$ cat config.mk
export PLATFORM = sky130hd
export DESIGN_NAME = comma_word_aligner_flat
export DESIGN_NICKNAME = d
export VERILOG_FILES = /design/src/rtl/comma_word_aligner_if.sv /design/src/rtl/comma_word_aligner.sv /design/src/flat_wrapper.sv
export SDC_FILE = /design/constraint.sdc
export NUM_CORES = 1
export LEC_CHECK = 0
export BUFFER_PORTS_ARGS = -buffer_cell sky130_fd_sc_hd__buf_2
export CELL_PAD_IN_SITES_DETAIL_PLACEMENT = 1
export CELL_PAD_IN_SITES_GLOBAL_PLACEMENT = 1
export CORE_MARGIN = 4
export CORE_UTILIZATION = 45
export CTS_BUF_LIST = sky130_fd_sc_hd__clkbuf_16
export CTS_CLUSTER_DIAMETER = 120
export DETAILED_ROUTE_END_ITERATION = 16
export GPL_TIMING_DRIVEN = 0
export PLACE_DENSITY = 0.91
export SYNTH_ARGS = -nofsm -noshare
export SYNTH_HDL_FRONTEND = slang
export SYNTH_SLANG_ARGS = --single-unit
$ cat constraint.sdc
create_clock -name CLK -period 4.1 [get_ports CLK]
set_input_delay 0.41 -clock CLK [delete_from_list [all_inputs] [get_ports CLK]]
set_output_delay 0.41 -clock CLK [all_outputs]
set_load 0.005 [all_outputs]
$ cat src/rtl/comma_word_aligner_if.sv
// -----------------------------------------------------------------------------
// comma_word_aligner_if
// Bundles the word-stream signals between the PMA receive path, the comma word
// aligner and the 8b/10b decoder that follows it.
//   Data_in        unaligned 10-bit word from the PMA, bit0 = first received bit
//   Data_in_valid  Data_in qualifier
//   Data_out       boundary-aligned symbol, bit0 = bit a of abcdeifghj
//   Data_out_valid Data_out qualifier
//   K285           Data_out is a K28.5 comma (either running disparity)
//   Aligned        word boundary locked
//   Align_offset   bit offset currently applied (0..9)
// master drives the unaligned stream (PMA side / testbench); slave is the aligner.
// -----------------------------------------------------------------------------
interface comma_word_aligner_if;
   logic [9:0] Data_in;
   logic       Data_in_valid;
   logic [9:0] Data_out;
   logic       Data_out_valid;
   logic       K285;
   logic       Aligned;
   logic [3:0] Align_offset;

   modport master (
      output Data_in, Data_in_valid,
      input  Data_out, Data_out_valid, K285, Aligned, Align_offset
   );

   modport slave (
      input  Data_in, Data_in_valid,
      output Data_out, Data_out_valid, K285, Aligned, Align_offset
   );
endinterface

$ cat src/rtl/comma_word_aligner.sv
// -----------------------------------------------------------------------------
// comma_word_aligner
// Hunts for K28.5 commas at all 10 bit offsets of a two-word window built from
// the current and previous valid PMA words, locks the word boundary after
// LOCK_COUNT consecutive commas at one offset and drops lock after LOSS_COUNT
// consecutive commas at a foreign offset. Output latency is one cycle from the
// valid input word.
// Ports:
//   CLK  word clock, all logic on posedge
//   Rst  synchronous active-high reset
//   bus  comma_word_aligner_if.slave (Data_in/valid in; Data_out/valid, K285,
//        Aligned, Align_offset out)
// Parameters:
//   DATA_WIDTH  symbol width, only 10 is supported
//   LOCK_COUNT  consecutive same-offset commas needed to lock (1..15)
//   LOSS_COUNT  consecutive foreign-offset commas needed to drop lock (1..15)
// -----------------------------------------------------------------------------
module comma_word_aligner #(
   parameter int DATA_WIDTH = 10,
   parameter int LOCK_COUNT = 3,
   parameter int LOSS_COUNT = 4
) (
   input  logic                 CLK,
   input  logic                 Rst,
   comma_word_aligner_if.slave  bus
);

   localparam logic [DATA_WIDTH-1:0] COMMA_NEG = 10'h17C;  // K28.5, RD-
   localparam logic [DATA_WIDTH-1:0] COMMA_POS = 10'h283;  // K28.5, RD+
   localparam logic [3:0]            LOCK_TH   = 4'(LOCK_COUNT);
   localparam logic [3:0]            LOSS_TH   = 4'(LOSS_COUNT);

   typedef enum logic [1:0] {
      ST_UNLOCKED,
      ST_CHECK,
      ST_LOCKED
   } state_e;

   state_e                  state_q, state_d;
   logic [DATA_WIDTH-1:0]   prev_q;
   logic [3:0]              cnt_q, cnt_d;
   logic [3:0]              miss_q, miss_d;
   logic [3:0]              off_q, off_d;
   logic [DATA_WIDTH-1:0]   dout_q, dout_d;
   logic                    dvalid_q;
   logic                    k285_q, k285_d;
   logic                    aligned_q, aligned_d;

   logic [2*DATA_WIDTH-1:0] window;
   logic                    hit;
   logic [3:0]              hit_off;

   function automatic logic is_comma(input logic [DATA_WIDTH-1:0] c);
      return (c == COMMA_NEG) || (c == COMMA_POS);
   endfunction

   // Current word on top, previous valid word below: a symbol straddling the
   // word boundary is visible as one contiguous 10-bit slice.
   assign window = {bus.Data_in, prev_q};

   // Scan from the highest offset down so the lowest matching offset is the
   // one left standing when several slices match.
   // NOTE: every variable written in always_comb gets a default first, otherwise
   // a path that skips the assignment infers a latch.
   always_comb begin
      hit     = 1'b0;
      hit_off = 4'd0;
      for (int k = DATA_WIDTH - 1; k >= 0; k--) begin
         if (is_comma(window[k +: DATA_WIDTH])) begin
            hit     = 1'b1;
            hit_off = 4'(k);
         end
      end
   end

   // Lock FSM next state; only valid words carrying a comma move it.
   always_comb begin
      state_d = state_q;
      cnt_d   = cnt_q;
      miss_d  = miss_q;
      off_d   = off_q;

      if (bus.Data_in_valid && hit) begin
         unique case (state_q)
            ST_UNLOCKED: begin
               off_d   = hit_off;
               cnt_d   = 4'd1;
               miss_d  = 4'd0;
               state_d = (LOCK_TH <= 4'd1) ? ST_LOCKED : ST_CHECK;
            end
            ST_CHECK: begin
               if (hit_off == off_q) begin
                  cnt_d = (cnt_q == 4'hF) ? cnt_q : cnt_q + 4'd1;
                  if (cnt_d >= LOCK_TH) begin
                     state_d = ST_LOCKED;
                     miss_d  = 4'd0;
                  end
               end else begin
                  // Restart the count at the newly seen offset.
                  off_d = hit_off;
                  cnt_d = 4'd1;
               end
            end
            ST_LOCKED: begin
               if (hit_off == off_q) begin
                  miss_d = 4'd0;
               end else begin
                  miss_d = (miss_q == 4'hF) ? miss_q : miss_q + 4'd1;
                  if (miss_d >= LOSS_TH) begin
                     // Offset is kept; the next comma re-seeds it anyway.
                     state_d = ST_UNLOCKED;
                     cnt_d   = 4'd0;
                     miss_d  = 4'd0;
                  end
               end
            end
            default: state_d = ST_UNLOCKED;
         endcase
      end
   end

   // Output slice uses the offset after this cycle's update, so the word that
   // completes lock already leaves aligned.
   always_comb begin
      dout_d = dout_q;
      for (int k = 0; k < DATA_WIDTH; k++) begin
         if (off_d == 4'(k)) dout_d = window[k +: DATA_WIDTH];
      end
      k285_d    = is_comma(dout_d);
      aligned_d = (state_d == ST_LOCKED);
   end

   // NOTE: sequential state uses non-blocking assignments so every register
   // samples the pre-edge values, independent of statement order.
   always_ff @(posedge CLK) begin
      if (Rst) begin
         state_q   <= ST_UNLOCKED;
         prev_q    <= '0;
         cnt_q     <= 4'd0;
         miss_q    <= 4'd0;
         off_q     <= 4'd0;
         dout_q    <= '0;
         dvalid_q  <= 1'b0;
         k285_q    <= 1'b0;
         aligned_q <= 1'b0;
      end else begin
         dvalid_q <= bus.Data_in_valid;
         // Invalid cycles freeze everything except the output qualifier.
         if (bus.Data_in_valid) begin
            prev_q    <= bus.Data_in;
            state_q   <= state_d;
            cnt_q     <= cnt_d;
            miss_q    <= miss_d;
            off_q     <= off_d;
            dout_q    <= dout_d;
            k285_q    <= k285_d;
            aligned_q <= aligned_d;
         end
      end
   end

   assign bus.Data_out       = dout_q;
   assign bus.Data_out_valid = dvalid_q;
   assign bus.K285           = k285_q;
   assign bus.Aligned        = aligned_q;
   assign bus.Align_offset   = off_q;

endmodule

$ cat src/flat_wrapper.sv
// flat-port wrapper written by rule: the top's interface ports become plain ports
module comma_word_aligner_flat 
#(
   parameter int DATA_WIDTH = 10,
   parameter int LOCK_COUNT = 3,
   parameter int LOSS_COUNT = 4
)
  (CLK, Rst, bus_Data_in, bus_Data_in_valid, bus_Data_out, bus_Data_out_valid, bus_K285, bus_Aligned, bus_Align_offset);
  comma_word_aligner_if bus_i ();
  input  logic CLK;
  input  logic Rst;
  input wire logic [$bits(bus_i.Data_in)-1:0] bus_Data_in;
  input wire logic [$bits(bus_i.Data_in_valid)-1:0] bus_Data_in_valid;
  output wire logic [$bits(bus_i.Data_out)-1:0] bus_Data_out;
  output wire logic [$bits(bus_i.Data_out_valid)-1:0] bus_Data_out_valid;
  output wire logic [$bits(bus_i.K285)-1:0] bus_K285;
  output wire logic [$bits(bus_i.Aligned)-1:0] bus_Aligned;
  output wire logic [$bits(bus_i.Align_offset)-1:0] bus_Align_offset;
  assign bus_i.Data_in = bus_Data_in;
  assign bus_i.Data_in_valid = bus_Data_in_valid;
  assign bus_Data_out = bus_i.Data_out;
  assign bus_Data_out_valid = bus_i.Data_out_valid;
  assign bus_K285 = bus_i.K285;
  assign bus_Aligned = bus_i.Aligned;
  assign bus_Align_offset = bus_i.Align_offset;
  comma_word_aligner #(.DATA_WIDTH(DATA_WIDTH), .LOCK_COUNT(LOCK_COUNT), .LOSS_COUNT(LOSS_COUNT)) u_core (.CLK(CLK), .Rst(Rst), .bus(bus_i));
endmodule
Word-level counts from Yosys, hierarchy flattened

Cells that the tools add are included.

Word-level logic and storage cells: 121
Bits in latches: 0
Memories kept: 0
Output and inout bits: 17
Bits in writable memories: 0
Bits in registers: 37
Memory bits (read-only): 0

Bitwise operators: 0
Div/mod/pow operators: 0
Shifts and indexed selects: 0
Reduce and logical (&&, ||, !) cells: 17
Multiplexer cells: 50
Multipliers: 0
Eq/ne operators: 41
$lt $le $gt $ge: 2
Add/sub/neg operators: 2

Operator list:

| operator                                              | count |
|---|---|
| equality test 10 bit (second input constant)          | 11 |
| equality test 10 x 9 -> 1 bit (second input constant) | 11 |
| two-way mux 10 bit                                    | 10 |
| two-way mux 4 bit                                     | 21 |
| case mux 4 bit (3 select lines)                       | 2 |
| equality test 4 x 3 -> 1 bit (second input constant)  | 4 |
| equality test 4 bit (second input constant)           | 4 |
| logical OR 1 bit                                      | 11 |
| two-way mux 1 bit                                     | 10 |
| two-way mux 2 bit                                     | 5 |
| AND reduction 5 bit                                   | 2 |
| adder 4 x 1 -> 4 bit (second input constant)          | 2 |
| equality test 4 x 2 -> 1 bit (second input constant)  | 2 |
| case mux 4 bit (2 select lines)                       | 1 |
| != test 2 x 1 -> 1 bit (second input constant)        | 3 |
| case mux 2 bit (3 select lines)                       | 1 |
| equality test 2 bit (second input constant)           | 2 |
| equality test 4 x 1 -> 1 bit (second input constant)  | 1 |
| equality test 4 bit                                   | 1 |
| >= comparator 4 x 2 -> 1 bit (second input constant)  | 1 |
| >= comparator 4 x 3 -> 1 bit (second input constant)  | 1 |
| zero test 4 bit                                       | 1 |
| nonzero test 3 bit                                    | 1 |
| equality test 2 x 1 -> 1 bit (second input constant)  | 1 |
| other kinds (3)                                       | 3 |

Depth between registers and ports, before layout

Gate-level depths: netlist of the first run.

Word-level depth: 29
Gate-level depth with buffers: 17
Gate-level depth less buffers: 13

Worst setup path before layout of the first run

OpenSTA, ideal clock, no wires.

Path type: input port to flip-flop
Start: input port bus_Data_in[1]
End: register u_core.k285_q, in the netlist u_core.bus.K285
Buffers on the path: 3
Stages: 16
Setup time: 87 ps
Setup slack: 663 ps
Arrival time: 3,350 ps
Cell sequence: buf_6 or3_4 or4_4 nand4_2 nor2_2 a41oi_2 a21bo_1 buf_6 nor2b_4 buf_6 a21oi_1 o22ai_1 o32a_1 nor4_2 a41oi_1 o31ai_1

Cells in the longest elaborated chain, start to end: 29

RTL lines:

| element                                                               | line                      | source |
|---|---|---|
| from (decl)                                                           | flat_wrapper.sv:12        | `input wire logic [$bits(bus_i.Data_in)-1:0] bus_Data_in;` |
| equality test 10 x 9 -> 1 bit or equality test 10 bit (tied branches) | comma_word_aligner.sv:54  | `return (c == COMMA_NEG) \|\| (c == COMMA_POS);` |
| logical OR 1 bit                                                      | comma_word_aligner.sv:54  |  |
| two-way mux 4 bit (10 in a row)                                       | comma_word_aligner.sv:69  | `if (is_comma(window[k +: DATA_WIDTH])) begin` |
| equality test 4 bit                                                   | comma_word_aligner.sv:92  | `if (hit_off == off_q) begin` |
| two-way mux 4 bit                                                     | comma_word_aligner.sv:92  |  |
| case mux 4 bit (2 select lines)                                       | comma_word_aligner.sv:84  | `unique case (state_q)` |
| two-way mux 4 bit                                                     | comma_word_aligner.sv:83  | `if (bus.Data_in_valid && hit) begin` |
| zero test 4 bit                                                       | comma_word_aligner.sv:127 | `if (off_d == 4'(k)) dout_d = window[k +: DATA_WIDTH];` |
| two-way mux 10 bit (9 in a row)                                       | comma_word_aligner.sv:127 |  |
| two-way mux 10 bit (*)                                                | comma_word_aligner.sv:127 |  |
| equality test 10 x 9 -> 1 bit or equality test 10 bit (tied branches) | comma_word_aligner.sv:54  |  |
| logical OR 1 bit (*)                                                  | comma_word_aligner.sv:54  |  |
| to (signal assigned)                                                  | comma_word_aligner.sv:156 | `k285_q <= k285_d;` |
| to (decl)                                                             | comma_word_aligner.sv:46  | `logic k285_q, k285_d;` |

Mark *: on every way between the ends. The rest lies on a longest branch, timed or not.
A chain may end at the register's enable or synchronous reset.

Final worst setup path of the first run

Start: register u_core.prev_q[8]
End: register u_core.k285_q, in the netlist u_core.bus.K285

Cells in the longest elaborated chain, start to end: 28

RTL lines:

| element                                                               | line                      | source |
|---|---|---|
| from (decl)                                                           | comma_word_aligner.sv:40  | `logic [DATA_WIDTH-1:0] prev_q;` |
| from (signal assigned)                                                | comma_word_aligner.sv:150 | `prev_q <= bus.Data_in;` |
| equality test 10 x 9 -> 1 bit or equality test 10 bit (tied branches) | comma_word_aligner.sv:54  |  |
| logical OR 1 bit                                                      | comma_word_aligner.sv:54  |  |
| two-way mux 4 bit (9 in a row)                                        | comma_word_aligner.sv:69  |  |
| equality test 4 bit                                                   | comma_word_aligner.sv:92  |  |
| two-way mux 4 bit                                                     | comma_word_aligner.sv:92  |  |
| case mux 4 bit (2 select lines)                                       | comma_word_aligner.sv:84  |  |
| two-way mux 4 bit                                                     | comma_word_aligner.sv:83  |  |
| zero test 4 bit                                                       | comma_word_aligner.sv:127 |  |
| two-way mux 10 bit (9 in a row)                                       | comma_word_aligner.sv:127 |  |
| two-way mux 10 bit (*)                                                | comma_word_aligner.sv:127 |  |
| equality test 10 x 9 -> 1 bit or equality test 10 bit (tied branches) | comma_word_aligner.sv:54  |  |
| logical OR 1 bit (*)                                                  | comma_word_aligner.sv:54  |  |

Marks and branches as above.

==> metrics.md, run 1 <==
| Metric | Value |
|---|---|
| Outcome | complete, no violations |
| Worst Setup Start Kind | flip-flop |
| Row cnt | 31 |
| Final setup fails | 0 |
| Cts bufs inserted | 5 |
| CP Max Fanout | 10 |
| Hpwl dp | around 9500 um |
| Commonest cells in the netlist | nor2_1, dfxtp_1, mux2i_1, nand2_1, a21oi_1 |
| Hold Vio Cnt, Final | 0 |
| First DRT Iteration DRCs | 355 |
| Final Max Tran Viols | 0 |
| Number of synthesized flops with an enable pin | 0 |
| Gp weighted congestion | roughly 1.0 |
| P per Cell Area | around 240 nW/um^2 |
| Largest net degree at the start of global routing | 12 |
| Peak supply drop | approximately 150 uV |
| CP most frequent cell | nand4_1 |
| Nets | 510 |
| Layout cells sized above 1 | ~16% |
| Synth Area in XOR/XNOR | between 1 and 1.5% |
| Seq/Total Area, Yosys | around 22% |
| Final worst setup slack | approximately 0.13 ns |
| Synthesis warning total | 0 |
| Area leader, netlist | dfxtp_1 |
| DRC | 0 |
| Final core occ | a little over half |
| Crit Path Category | reg -> reg |
| Initial antenna violation count | 0 |
| Die Area | 8990 um^2 |
| Largest family of logic cells by synthesized area | simple AND/OR/NAND/NOR gates |
| Hold slack | 0.454 ns |
| Mux cell area share after synthesis | under 10% |
| Vias in the first global route | around 4100 |
| Setup_tns | 0 ns |
| Placement Cell Area | 3650 um^2 |
| Final-layout fill cell count | ~950 |
| I/O pins | 30 |
| Sink Count | 37 |
| Number of max-cap violations | 0 |
| Multi-input combinational cell area | ~2500 um^2 |
| Period utilization | a little over nine tenths |
| Antenna Cells | 0 |
| Clock slew at reported path FFs | 0.06 ns |
| CTS Hold Bufs | 0 |
| CTS tree | done |
| Post-synthesis adder-cell area fraction | ~2.2% |
| Post-synth cell types | 77 |
| Post-synth top area share | 21.8% |
| Clock buffer depth | 2 |
| Slowest cell on the critical path | o32a_1 |
| Most frequent cell after synthesis | nor2_1 |
| Synth Area in Compound Gates | between 20% and 30% |
| Die W | between 90 and 100 um |
| Crit path cell chain | clkbuf_2 > and4b_1 > nand4b_1 > nand4_1 > nor3_4 > nand4_1 > o211ai_1 > buf_4 > mux2i_1 > o22ai_1 > o32a_1 > nor4_2 > a41oi_1 > o31ai_1 |
| Total power | ~0.95 mW |
| Fin area | a little under 4000 um^2 |
| Root Driver | clkbuf_16 |
| Synth Cell Area | 3390 um^2 |
| Final Routed Wirelength | about 13000 um |
| First-pass GRT wire length | between 20000 and 25000 um |
| Pleak | between 1 and 1.5 nW |
| Final Non-Filler Cells | slightly below 600 |
| Critical Path RT | approximately 4.3 ns |
| Seq cells post-synth | 37 |
| Vias | roughly 4000 |
| Initial Util | approximately 47% |
| CTS H-Tree Depth | 2 |
| DP Cell Count | 578 |
| FF+latch area | approximately 740 um^2 |
| Syn Area/Cell | between 7 and 8 um^2 |
| Mapped Cells | 452 |
| Later-pin clock latency in the skew report | about 0.28 ns |
| Tightest Pin Transition | slightly above 0.9 ns |
| Peak Freq | 252 MHz |
| Core area | 7290 um^2 |
| Syn_nets | around 470 |
| Worst EP arrival | ~4.2 ns |
| Overflow left after global routing | 0 |
| Clock Skew | 0.00478 ns |
| Vias per inst | a little under 7 |
| Total track usage | 29.4% |
| Primary FF master, synth | dfxtp_1 |
| Place WS | -0.133 ns |
| Post-synthesis async set-or-reset flop share | 0% |
| Final min period | ~4 ns |
| WL/cell | between 20 and 25 um |
| Length of the first detailed-routing pass in iterations | 5 |
| Simple-gate share of the synthesized area | about 33% |
| Critical Path Max Stage Delay | roughly 0.43 ns |
| Area contributors post-synth | dfxtp_1, mux2i_1, nor2_1 |
| Final ANT Viol Nets | 0 |
| Endpoint class of the critical path | flip-flop |
| I/O Buffers | 27 |
| Die height | 94.8 um |
| Max_slew headroom | a little under two fifths |
| Area Overhead vs Synth | 14.3% |
| Worst hold path class | in -> reg |
==> worst paths after layout <==
check	cells past startpoint	end	startpoint	slack, ns
min	3	u_core.prev_q[9]	bus_Data_in[9]	0.45
max	14	u_core.bus.K285	u_core.prev_q[8]	0.13
min reg2reg	1	u_core.miss_q[2]	u_core.miss_q[2]	0.51
max reg2reg	14	u_core.bus.K285	u_core.prev_q[8]	0.13
==> power breakdown <==
part           switching [mW]  internal (mW)
logic                   0.120         0.0694
registers              0.0145          0.373
clock network           0.150          0.220
==> routing by layer <==
layer,vias to the layer above,track usage (%),wire [um]
li1,1777,-,-
met1,1972,36.8,5690
met2,203,51.3,6390
met3,52,3.82,910
met4,0,10.2,492
met5,-,0,0
==> state kept, by name (all words and copies together) (netlist names) <==
register,cells
u_core.bus.Align_offset,4
u_core.bus.Aligned,1
u_core.bus.Data_out,10
u_core.bus.Data_out_valid,1
u_core.bus.K285,1
u_core.cnt_q,4
u_core.miss_q,4
u_core.prev_q,10
u_core.state_q,2
==> cell type report <==
type	count	share of cell area (%)
Multi-Input combinational cell	371	64.1
Sequential cell	37	19.1
Clock inverter	3	0.323
Inverter	9	0.871
Buffer	35	4.71
Timing Repair Buffer	32	4.45
Tap cell	99	3.19
Clock buffer	5	3.23
==> worst max-delay path: cells and delay by family, from the launching register on <==
kind	cells	cell delay [ns]
AO/OA/AOI/OAI	5	1.11
buffers and inverters	2	0.49
flip-flops	1	0.38
multiplexers	1	0.41
AND/OR/NAND/NOR	6	1.46
==> layout by cell type (no fill, tap or decap), types with 8 or more instances in the layout <==
cell,count
a211oi_1,8
nand3_1,11
clkbuf_1,10
buf_2,40
nor2_1,65
nand2b_1,11
nor3_1,9
mux2i_1,28
inv_1,9
nand2_1,28
dfxtp_1,36
a21oi_1,25
o21ai_0,17
nor2b_1,11
nand4_1,11
==> repair_timing <==
action                     CTS  global route
pin swaps                    1             4
setup buffers                1             4
gates resized for setup      6            18
setup endpoints to repair    1             4
==> kinds of logic after synthesis <==
logic type               Yosys count
AND/OR/NAND/NOR                  204
AO/OA/AOI/OAI                    128
buffers and inverters             44
flip-flops                        37
multiplexers                      29
adder cells (fa/ha/maj)            6
XOR/XNOR                           4
Note: power is estimated with default switching activity, not from simulation.
==> run 2: changes to the inputs <==
Settings changed: CORE_MARGIN 4 to 2.
==> metrics.md, run 2 (same netlist as run 1, synthesis figures left out) <==
| Metric | Value |
|---|---|
| Outcome | complete, no violations |
| Tightest Pin Transition | 0.866 ns (-0.0542 ns) |
| Worst hold path class | in -> reg |
| Final Max Tran Viols | 0 (unchanged) |
| WP buf/inv | 4 (+2) |
| Die Area | 8250 um^2 (-8.3%) |
| Final min period | 4.08 ns (+0.110 ns) |
| Max_slew headroom | 41.8% (+3.6 points) |
| Overflow left after global routing | 0 (unchanged) |
| Critical Path Max Stage Delay | 0.49 ns (+0.06 ns) |
| Final setup fails | 0 (unchanged) |
| Placement Cell Area | 3650 um^2 (unchanged) |
| Nets | 512 (+0.39%) |
| CP Max Fanout | 10 (unchanged) |
| CTS Hold Bufs | 0 (unchanged) |
| Commonest non-fill, non-tap cells in the layout | nor2_1, buf_2, dfxtp_1 |
| Total track usage | 32.6% (+3.3 points) |
| Vias | 3892 (-2.8%) |
| Critical Path RT | 4.28 ns (about the same) |
| CP delay by family, top | compound AO/OA/AOI/OAI gates |
| Hold slack | 0.412 ns (-0.0416 ns) |
| Row cnt | 31 (unchanged) |
| I/O pins | 30 (unchanged) |
| Switching Fraction | 28.7% (-1.4 points) |
| Initial Util | 46.5% (unchanged) |
| Endpoint class of the critical path | flip-flop |
| Crit path cell chain | buf_2 > buf_2 > nand4b_1 > inv_1 > a31oi_2 > o311a_1 > nand4_1 > o211ai_1 > buf_4 > mux2i_1 > a221oi_1 > mux2i_1 > nor2_1 > o32a_1 > nand2b_1 > o31ai_1 |
| Core area | 7290 um^2 (unchanged) |
| Vias in the first global route | 3857 (-6.3%) |
| Final Routed Wirelength | 13800 um (+2.4%) |
| Sequential power share | 37.9% (-3.0 points) |
| Length of the first detailed-routing pass in iterations | 5 (unchanged) |
| DP Cell Count | 578 (unchanged) |
| I/O Buffers | 27 (unchanged) |
| WL/cell | 23.3 um (+2.1%) |
| Multi-input combinational cell area | 2520 um^2 (+1.5%) |
| DRC | 0 (unchanged) |
| Peak supply drop | 151 uV (-1.0%) |
| First-pass GRT wire length | 21400 um (+2.6%) |
| Layout cells sized above 1 | 18.4% (+2.0 points) |
| Clock slew at reported path FFs | 0.06 ns (about the same) |
| Number of max-cap violations | 0 (unchanged) |
| Slowest cell on the critical path | mux2i_1 |
| Root Driver | clkbuf_16 |
| Place WS | -0.355 ns (-0.222 ns) |
| Sink Count | 37 (unchanged) |
| Cts bufs inserted | 5 (unchanged) |
| Worst Setup Start Kind | flip-flop |
| Antenna Cells | 0 (unchanged) |
| Period utilization | 99.5% (+2.7 points) |
| First DRT Iteration DRCs | 309 (-13%) |
| Worst EP arrival | 4.26 ns (+0.10 ns) |
| Vias per inst | 6.56 (-3.1%) |
| Final ANT Viol Nets | 0 (unchanged) |
| P_sw | 0.293 mW (+2.8%) |
| P per Cell Area | 257 nW/um^2 (+5.2%) |
| Crit Path Category | reg -> reg |
| Final-layout fill cell count | 958 (+0.52%) |
| Final worst setup slack | 0.0194 ns (-0.110 ns) |
| Clock group share of total power | 43.2% (+4.1 points) |
| Clock buffer depth | 2 (unchanged) |
| CTS H-Tree Depth | 2 (unchanged) |
| FF+latch area | 742 um^2 (unchanged) |
| CTS tree | done |
| Combinational share of power | 18.9% (-1.1 points) |
| Die W | 90.8 um (-4.2%) |
| Clock Skew | 0.00883 ns (+0.00405 ns) |
| Initial antenna violation count | 0 (unchanged) |
| Die height | 90.8 um (-4.2%) |
| Peak Freq | 245 MHz (-2.7%) |
| Later-pin clock latency in the skew report | 0.29 ns (about the same) |
| Area Overhead vs Synth | 17.0% |
| Hold Vio Cnt, Final | 0 (unchanged) |
| Hpwl dp | 9680 um (+1.8%) |
| Pleak | 1.52 nW (+2.1%) |
| Setup_tns | 0 ns (unchanged) |
| Leading cell type in the layout, fill and taps excluded | nor2_1 |
| Gp weighted congestion | 1.03 (-1.9%) |
| Power Internal | 0.727 mW (+9.8%) |
| Fin area | 3970 um^2 (+2.4%) |
| Final Non-Filler Cells | 593 (+0.34%) |
| Largest net degree at the start of global routing | 13 (+1) |
[run 2: cell types whose count changed in the layout (fill, tap and decap cells not counted), sizes merged]
cell,delta
bufinv,+1
clkbuf,-2
clkinvlp,+1
buf,+4
clkinv,-2
[run 2: worst min-delay path, delay by kind of cell]
family / cells / cell delay, ns
buf+inv: 1 / 0.08
simple gates: 1 / 0.10
mux: 1 / 0.06
[run 2: timing repair]
action                     4_1_cts  5_1_grt
setup endpoints to repair        8        5
buffers inserted                 1        6
pin swaps                        1        7
gates resized for setup          8       31
[run 2: cell type report]
class	count	area share [%]
Multi-Input combinational cell	371	63.5
Buffer	35	4.89
Inverter	9	0.851
Clock buffer	5	3.15
Tap cell	99	3.12
Timing Repair Buffer	34	4.73
Clock inverter	3	1.04
Sequential cell	37	18.7
[run 2: final timing paths]
check	start	endpoint	slack [ns]	depth (start not counted)
max	u_core.prev_q[9]	u_core.bus.K285	0.02	16
min	bus_Data_in[9]	u_core.prev_q[9]	0.41	3
max reg2reg	u_core.prev_q[9]	u_core.bus.K285	0.02	16
min reg2reg	u_core.bus.Aligned	u_core.bus.Aligned	0.50	2
[run 2: layer usage]
| layer | up-vias | global-route usage, % | routed length [um] |
|---|---|---|---|
| met5 | - | 0 | 0 |
| met3 | 42 | 3.59 | 843 |
| li1 | 1775 | - | - |
| met2 | 180 | 54.7 | 6570 |
| met1 | 1895 | 42.7 | 5870 |
| met4 | 0 | 13.3 | 519 |
[run 2: through the flow]
stage,power (mW),util (%)
floorplan,0.505,-
global placement,0.567,50.1
detailed placement,0.571,50.1
CTS,1.01,52.8
global route,1.05,54.4
finish,1.02,54.4
[run 2: power groups by stage]
stage / combinational [mW] / sequential (mW) / clock (mW)
final: 0.193 / 0.387 / 0.441
after global routing: 0.206 / 0.388 / 0.459
after global placement: 0.174 / 0.394 / 0
after CTS: 0.181 / 0.386 / 0.444
after detailed placement: 0.177 / 0.394 / 0
after floorplan: 0.115 / 0.390 / 0
